==> config.mk <==
export PLATFORM = sky130hd
export DESIGN_NAME = ads131_frame_parser
export DESIGN_NICKNAME = d
export VERILOG_FILES = /design/src/rtl/ads131_pkg.sv /design/src/rtl/ads131_sample_fifo.sv /design/src/rtl/ads131_frame_parser.sv
export SDC_FILE = /design/constraint.sdc
export NUM_CORES = 1
export LEC_CHECK = 0
export ABC_AREA = 1
export CORE_ASPECT_RATIO = 0.7
export CORE_MARGIN = 3
export CORE_UTILIZATION = 30
export CTS_CLUSTER_DIAMETER = 120
export DETAILED_ROUTE_END_ITERATION = 10
export SYNTH_ARGS = -nofsm -noshare
export SYNTH_HDL_FRONTEND = slang
export SYNTH_SLANG_ARGS = --single-unit
==> constraint.sdc <==
create_clock -name system_clock -period 3.2 [get_ports system_clock]
set_input_delay 0.32 -clock system_clock [delete_from_list [all_inputs] [get_ports system_clock]]
set_output_delay 0.32 -clock system_clock [all_outputs]
set_load 0.02 [all_outputs]
==> src/rtl/ads131_pkg.sv <==
// ads131_pkg: shared constants, FSM state encoding and pure helper functions
// for the ADS131A0X frame parser.
//   WORD_BITS   - width of one SPI word from the converter
//   CRC_POLY    - CRC-16-CCITT polynomial (no reflection, no final XOR)
//   CRC_INIT    - CRC preset at the start of every frame
//   state_t     - parser FSM states
//   crc16_word  - advance the CRC by one full 24-bit word, MSB first
//   sign_extend - 24-bit two's-complement sample to 32 bits
//   sat_inc16   - saturating 16-bit increment
package ads131_pkg;

  localparam int          WORD_BITS = 24;
  localparam logic [15:0] CRC_POLY  = 16'h1021;
  localparam logic [15:0] CRC_INIT  = 16'hFFFF;

  typedef enum logic [2:0] {
    ST_IDLE,
    ST_STATUS,
    ST_CHAN,
    ST_CRCW,
    ST_EXTRA,
    ST_COMMIT
  } state_t;

  // Bit-serial CRC unrolled over the whole word so one word costs one cycle.
  function automatic logic [15:0] crc16_word(input logic [15:0]          crc,
                                             input logic [WORD_BITS-1:0] word);
    logic [15:0] c;
    logic        fb;
    c = crc;
    for (int i = WORD_BITS - 1; i >= 0; i--) begin
      fb = c[15] ^ word[i];
      c  = {c[14:0], 1'b0} ^ (fb ? CRC_POLY : 16'h0000);
    end
    return c;
  endfunction

  function automatic logic [31:0] sign_extend(input logic [WORD_BITS-1:0] w);
    return {{8{w[WORD_BITS-1]}}, w};
  endfunction

  function automatic logic [15:0] sat_inc16(input logic [15:0] v);
    return (v == 16'hFFFF) ? v : v + 16'd1;
  endfunction

endpackage

==> src/rtl/ads131_sample_fifo.sv <==
// ads131_sample_fifo: first-word-fall-through FIFO holding {channel, sample}.
//   clk, rst_n  - clock, asynchronous active-low reset
//   push        - write push_data (ignored when full unless a pop frees a slot)
//   push_data   - entry to write
//   pop         - remove the head (ignored when empty)
//   head        - current head entry, valid whenever empty is low
//   count       - number of stored entries (0..DEPTH)
//   full, empty - occupancy flags
module ads131_sample_fifo #(
  parameter int WIDTH = 34,
  parameter int DEPTH = 8
) (
  input  logic                     clk,
  input  logic                     rst_n,
  input  logic                     push,
  input  logic [WIDTH-1:0]         push_data,
  input  logic                     pop,
  output logic [WIDTH-1:0]         head,
  output logic [$clog2(DEPTH):0]   count,
  output logic                     full,
  output logic                     empty
);

  localparam int AW = $clog2(DEPTH);

  logic [WIDTH-1:0] mem [DEPTH];
  logic [AW-1:0]    wr_ptr;
  logic [AW-1:0]    rd_ptr;
  logic             do_push;
  logic             do_pop;

  assign empty   = (count == '0);
  assign full    = (count == (AW + 1)'(DEPTH));
  assign do_pop  = pop && !empty;
  // A pop in the same cycle frees the slot, so a full FIFO still accepts.
  assign do_push = push && (!full || do_pop);
  assign head    = mem[rd_ptr];

  always_ff @(posedge clk or negedge rst_n) begin
    if (!rst_n) begin
      // NOTE: the storage is reset too, so the head (and thus sample_data)
      // reads zero after reset instead of stale data from before it.
      for (int i = 0; i < DEPTH; i++) mem[i] <= '0;
      wr_ptr <= '0;
      rd_ptr <= '0;
      count  <= '0;
    end else begin
      if (do_push) begin
        mem[wr_ptr] <= push_data;
        wr_ptr      <= wr_ptr + 1'b1;
      end
      if (do_pop) rd_ptr <= rd_ptr + 1'b1;
      count <= count + (AW + 1)'(do_push) - (AW + 1)'(do_pop);
    end
  end

endmodule

==> src/rtl/ads131_frame_parser.sv <==
// ads131_frame_parser: turns ADS131A0X SPI words into validated channel samples.
// A frame is one status word, NUM_CHANNELS sample words and (if CRC_EN) a CRC
// word. Samples are staged and only pushed into the FIFO when the whole frame
// is well-formed, CRC-clean and fits.
//   system_clock, reset_n          - clock, asynchronous active-low reset
//   frame_start, frame_end         - CS window edges (one-cycle pulses)
//   word_valid, word_data          - received 24-bit word
//   status_word, status_valid      - upper 16 bits of the last status word
//   sample_data, sample_channel,
//   sample_valid, sample_ready     - FIFO head, consumer handshake
//   frame_done, crc_error,
//   frame_error                    - per-frame verdict pulse and qualifiers
//   overrun                        - sticky: clean frame dropped for space
//   drop_count                     - saturating count of uncommitted frames
module ads131_frame_parser
  import ads131_pkg::*;
#(
  parameter int NUM_CHANNELS = 4,
  parameter bit CRC_EN       = 1'b1,
  parameter int FIFO_DEPTH   = 8
) (
  input  logic        system_clock,
  input  logic        reset_n,
  input  logic        frame_start,
  input  logic        frame_end,
  input  logic        word_valid,
  input  logic [23:0] word_data,
  output logic [15:0] status_word,
  output logic        status_valid,
  output logic [31:0] sample_data,
  output logic [1:0]  sample_channel,
  output logic        sample_valid,
  input  logic        sample_ready,
  output logic        frame_done,
  output logic        crc_error,
  output logic        frame_error,
  output logic        overrun,
  output logic [15:0] drop_count
);

  localparam int         CW       = $clog2(FIFO_DEPTH) + 1;
  localparam logic [2:0] LAST_IDX = 3'(NUM_CHANNELS - 1);

  state_t      state;
  state_t      post_state;
  logic [2:0]  idx;
  logic [23:0] staging [4];
  logic [15:0] crc_r;
  logic [15:0] crc_n;
  logic        crc_err_r;
  logic        len_err_r;
  logic        crc_err_n;
  logic        len_err_n;
  logic        clean;
  logic        active;
  logic        free_ok;
  logic [23:0] first_word;
  logic [1:0]  wr_idx;
  logic        push;
  logic [33:0] push_data;
  logic [33:0] fifo_head;
  logic [CW-1:0] fifo_count;
  logic        fifo_full;
  logic        fifo_empty;

  assign active = (state == ST_STATUS) || (state == ST_CHAN) ||
                  (state == ST_CRCW)   || (state == ST_EXTRA);
  // Room for a whole frame; writes never start that could not finish.
  assign free_ok = !fifo_full && (fifo_count <= CW'(FIFO_DEPTH - NUM_CHANNELS));
  // With a single channel the only sample may arrive in the closing cycle.
  assign first_word = (state == ST_CHAN && word_valid && idx == 3'd0) ? word_data
                                                                       : staging[0];

  // Effect of this cycle's word on the running frame, so a word arriving
  // together with frame_end is accounted for before the frame is judged.
  always_comb begin
    // NOTE: every output gets a default first so no path leaves it unassigned
    // and no latch is inferred.
    post_state = state;
    crc_n      = crc_r;
    crc_err_n  = crc_err_r;
    len_err_n  = len_err_r;
    if (word_valid) begin
      case (state)
        ST_STATUS: begin
          crc_n      = crc16_word(crc_r, word_data);
          post_state = ST_CHAN;
        end
        ST_CHAN: begin
          crc_n = crc16_word(crc_r, word_data);
          if (idx == LAST_IDX) post_state = CRC_EN ? ST_CRCW : ST_EXTRA;
        end
        ST_CRCW: begin
          if (word_data[23:8] != crc_r) crc_err_n = 1'b1;
          post_state = ST_EXTRA;
        end
        ST_EXTRA: len_err_n = 1'b1;
        default: ;
      endcase
    end
    // Closing before all expected words arrived is a short frame.
    if (frame_end && active && post_state != ST_EXTRA) len_err_n = 1'b1;
  end

  assign clean = !crc_err_n && !len_err_n;

  always_ff @(posedge system_clock or negedge reset_n) begin
    if (!reset_n) begin
      state        <= ST_IDLE;
      idx          <= '0;
      for (int i = 0; i < 4; i++) staging[i] <= '0;
      crc_r        <= '0;
      crc_err_r    <= 1'b0;
      len_err_r    <= 1'b0;
      wr_idx       <= '0;
      push         <= 1'b0;
      push_data    <= '0;
      status_word  <= '0;
      status_valid <= 1'b0;
      frame_done   <= 1'b0;
      crc_error    <= 1'b0;
      frame_error  <= 1'b0;
      overrun      <= 1'b0;
      drop_count   <= '0;
    end else begin
      // NOTE: state is updated with non-blocking assignments so every
      // right-hand side sees the value from before this edge.
      status_valid <= 1'b0;
      frame_done   <= 1'b0;
      case (state)
        ST_IDLE: begin
          idx       <= '0;
          crc_r     <= CRC_INIT;
          crc_err_r <= 1'b0;
          len_err_r <= 1'b0;
          if (frame_start) state <= ST_STATUS;
        end

        ST_COMMIT: begin
          if (wr_idx == LAST_IDX[1:0]) begin
            push   <= 1'b0;
            wr_idx <= '0;
            state  <= ST_IDLE;
          end else begin
            wr_idx    <= wr_idx + 2'd1;
            push_data <= {wr_idx + 2'd1, sign_extend(staging[wr_idx + 2'd1])};
          end
        end

        default: begin
          if (frame_start) begin
            // Restart: drop the open frame and begin a fresh one.
            frame_done  <= 1'b1;
            frame_error <= 1'b1;
            crc_error   <= crc_err_r;
            drop_count  <= sat_inc16(drop_count);
            state       <= ST_STATUS;
            idx         <= '0;
            crc_r       <= CRC_INIT;
            crc_err_r   <= 1'b0;
            len_err_r   <= 1'b0;
          end else begin
            state     <= post_state;
            crc_r     <= crc_n;
            crc_err_r <= crc_err_n;
            len_err_r <= len_err_n;
            if (word_valid && state == ST_STATUS) begin
              status_word  <= word_data[23:8];
              status_valid <= 1'b1;
            end
            if (word_valid && state == ST_CHAN) begin
              staging[idx[1:0]] <= word_data;
              idx               <= idx + 3'd1;
            end
            if (frame_end) begin
              frame_done  <= 1'b1;
              crc_error   <= crc_err_n;
              frame_error <= len_err_n;
              if (clean && free_ok) begin
                state     <= ST_COMMIT;
                push      <= 1'b1;
                wr_idx    <= '0;
                push_data <= {2'd0, sign_extend(first_word)};
              end else begin
                state      <= ST_IDLE;
                drop_count <= sat_inc16(drop_count);
                if (clean) overrun <= 1'b1;
              end
            end
          end
        end
      endcase
    end
  end

  ads131_sample_fifo #(
    .WIDTH (34),
    .DEPTH (FIFO_DEPTH)
  ) u_fifo (
    .clk       (system_clock),
    .rst_n     (reset_n),
    .push      (push),
    .push_data (push_data),
    .pop       (sample_ready),
    .head      (fifo_head),
    .count     (fifo_count),
    .full      (fifo_full),
    .empty     (fifo_empty)
  );

  assign sample_data    = fifo_head[31:0];
  assign sample_channel = fifo_head[33:32];
  assign sample_valid   = !fifo_empty;

endmodule
==> results.cfg <==
[critical_path]
endpoint_kind = output pin
path_class = reg -> out
worstPathRequired_ns = 2.88
crit_path_end = sample_channel[0]
critPathMaxFanout = 57
r2r_setup_slack_ns = 0.74
r2r-start = crc_r[2]
rr_worst_depth = 10
start_kind = register
arrival_ns = 2.72
crit_start = u_fifo.rd_ptr[0]
r2r_end = push_data[0]

[synth]
synthTopCellsByArea = dfrtp_1 (52%), o21ai_0 (13%), nand2_1 (11%)
synth_cell_type_count = 45
syn_area_um2 = 19500
synth.avg_cell_area_um2 = 8.14
yosysMostFrequentCell = nand2_1
syn_inst = 2399
synth_top_cell_by_area = dfrtp_1
synth-edff-count = 0
synth_nets = 2446
synth_commonest_cells = nand2_1 (586), o21ai_0 (491), dfrtp_1 (404)
synth_top_area_share_pct = 51.8
synthArstFlopShare_pct = 100
ys_seq_area_share_pct = 51.8
ys.flop_type = dfrtp_1
yosys_warnings = 0
ys_seq_elements = 404

[cts]
path_clk_slew_ns = 0.06
cts_tree = yes
cts-root-buf = clkbuf_16
cts_sinks = 404
clk_path_buf_depth = 3
cts_buffers = 44
htreeDepth = 2
worstSkewPairLatency_ns = 0.61

[detailed_routing]
vias = 16800
viasPerCell = 5.02
initialDrtViolationCount = 1459
dr.pass1.iters = 5
ant_nets = 0
wirelength_um = 56700
drc = 0
wire_per_inst_um = 16.9

[grt]
grt_overflow = 0
grt_pass1_vias = 16600
antenna_found_initial = 1
grt_pass1_wl_um = 91600
grtUsageTotal_pct = 16.6
grt_start_max_net_pins = 81

[timing]
fin_crit_sh_pct = 94.9
rsz0062_at_grt = false
hold_viol = 0
setup_ws_ns = 0.162
setup_viol = 0
period_minus_slack_ns = 3.04
fin_skew_ns = 0.0399
worst_pin_slew_ns = 0.976
setup_tns_ns = 0
slew_headroom_pct = 34.8
holdWs_ns = 0.332
max_freq_mhz = 329
drv_slew = 0

[hold_path]
hold_path_class = in -> async

[cells_and_area]
drive_gt1_share_pct = 8.21
finalNonFillerCells = 3353
fill_cells = 6534
num_antenna_cells = 0
areaGrowthSynthToFinish_pct = 18.4
final_nets = 2496
regArea_um2 = 10100
multiInputGateArea_um2 = 8220

[placed_design]
place_inst = 3270
pre_cts_ws_ns = 0.352
dp_hpwl_um = 35900
port_buffers = 101
gp_congestion = 0.932

[die]
start_util_pct = 30.6
ios = 102
rows = 77
die_w_um = 311
core-area_um2 = 63800
die-area_um2 = 68200
die_h_um = 219

[outcome]
outcome = finished clean

[run]
cap_violations = 0

[power_and_ir_drop]
p_leak_nw = 10.4
total_power_mw = 23.8
power_density_nw_per_um2 = 1030
vdd_drop_max_mv = 0.464
## layer usage
layer | track usage [%] | routed length [um] | vias up
met5 | 0 | 12 | -
met4 | 5.10 | 1310 | 2
met3 | 3.01 | 3640 | 89
met2 | 27.0 | 26000 | 539
met1 | 22.5 | 25800 | 8174
li1 | - | - | 8022
## flip-flops by register name, summed over array words and instances (netlist names), 2 cells and up
name	count
state	3
drop_count	16
u_fifo.rd_ptr	3
crc_r	16
status_word	16
u_fifo.count	4
wr_idx	2
staging	96
idx	3
u_fifo.mem	208
u_fifo.wr_ptr	3
push_data	26
## through the flow
stage	cell area, um^2	utilization (%)
global placement	21500	33.7
global route	23100	36.2
floorplan	19500	-
finish	23100	36.2
CTS	23100	36.2
detailed placement	21500	33.7
## worst min path at each step
stage / startpoint / end / slack (ns) / cells after the start
floorplan: reset_n / crc_err_r / 0.02 / 0
global placement: reset_n / drop_count[12] / 0.37 / 1
global route: reset_n / wr_idx[1] / 0.39 / 2
CTS: reset_n / drop_count[10] / 0.34 / 2
detailed placement: reset_n / drop_count[12] / 0.38 / 1
finish: reset_n / drop_count[12] / 0.33 / 2
## area by class of cell
| cell class | count | share of cell area (%) |
|---|---|---|
| clock buffers | 55 | 5.16 |
| clock inverters | 26 | 1.46 |
| repair buffers | 152 | 6.87 |
| flip-flops and latches | 404 | 43.8 |
| multi-input cells | 1694 | 35.6 |
| inverters | 153 | 2.50 |
| well taps | 869 | 4.71 |
## timing repair
| action | in CTS | in global routing |
|---|---|---|
| hold buffers | 1 | 0 |
| endpoints found under the hold margin | 73 | 0 |
| cloned | 1 | 0 |
| setup endpoints to repair | 10 | 13 |
| gates resized for setup | 6 | 16 |
| setup buffers | 0 | 0 |
## cell families after synthesis
kind of cell | synth area share [%]
buffers and inverters | 6.20
AND/OR/NAND/NOR | 21.9
adder cells (fa/ha/maj) | 1.13
flip-flops | 51.8
XOR/XNOR | 1.97
AO/OA/AOI/OAI | 17.0
## cells in the final DEF, fill, tap and decap left out, types with 14 or more instances in the layout
master           instances
dfrtp_1                403
ha_1                    16
xor2_1                  26
nand3_2                 22
a31oi_1                 24
nand2_1                586
o21ai_0                491
o22ai_1                 30
xnor2_1                 18
nand4_1                 14
o211ai_1                23
nor2_1                 253
inv_1                  133
buf_4                   39
clkbuf_16               44
nand3_1                103
clkdlybuf4s50_1         89
inv_2                   19
o221ai_1                23
## critical path, cell delays in order, from the launching register on
cell and delay (ns):
dfrtp_2 0.49, buf_12 0.29, o21ai_0 0.15, o22ai_1 0.21, nor2_1 0.07, a31oi_1 0.24
clkdlybuf4s50_1 0.66
## power breakdown
part | switching (mW) | total, mW | internal [mW]
clock | 2.26 | 5.36 | 3.10
sequential | 0.830 | 7.19 | 6.36
combinational | 7.32 | 11.2 | 3.89
No activity file was read; power rests on OpenSTA's default activity.
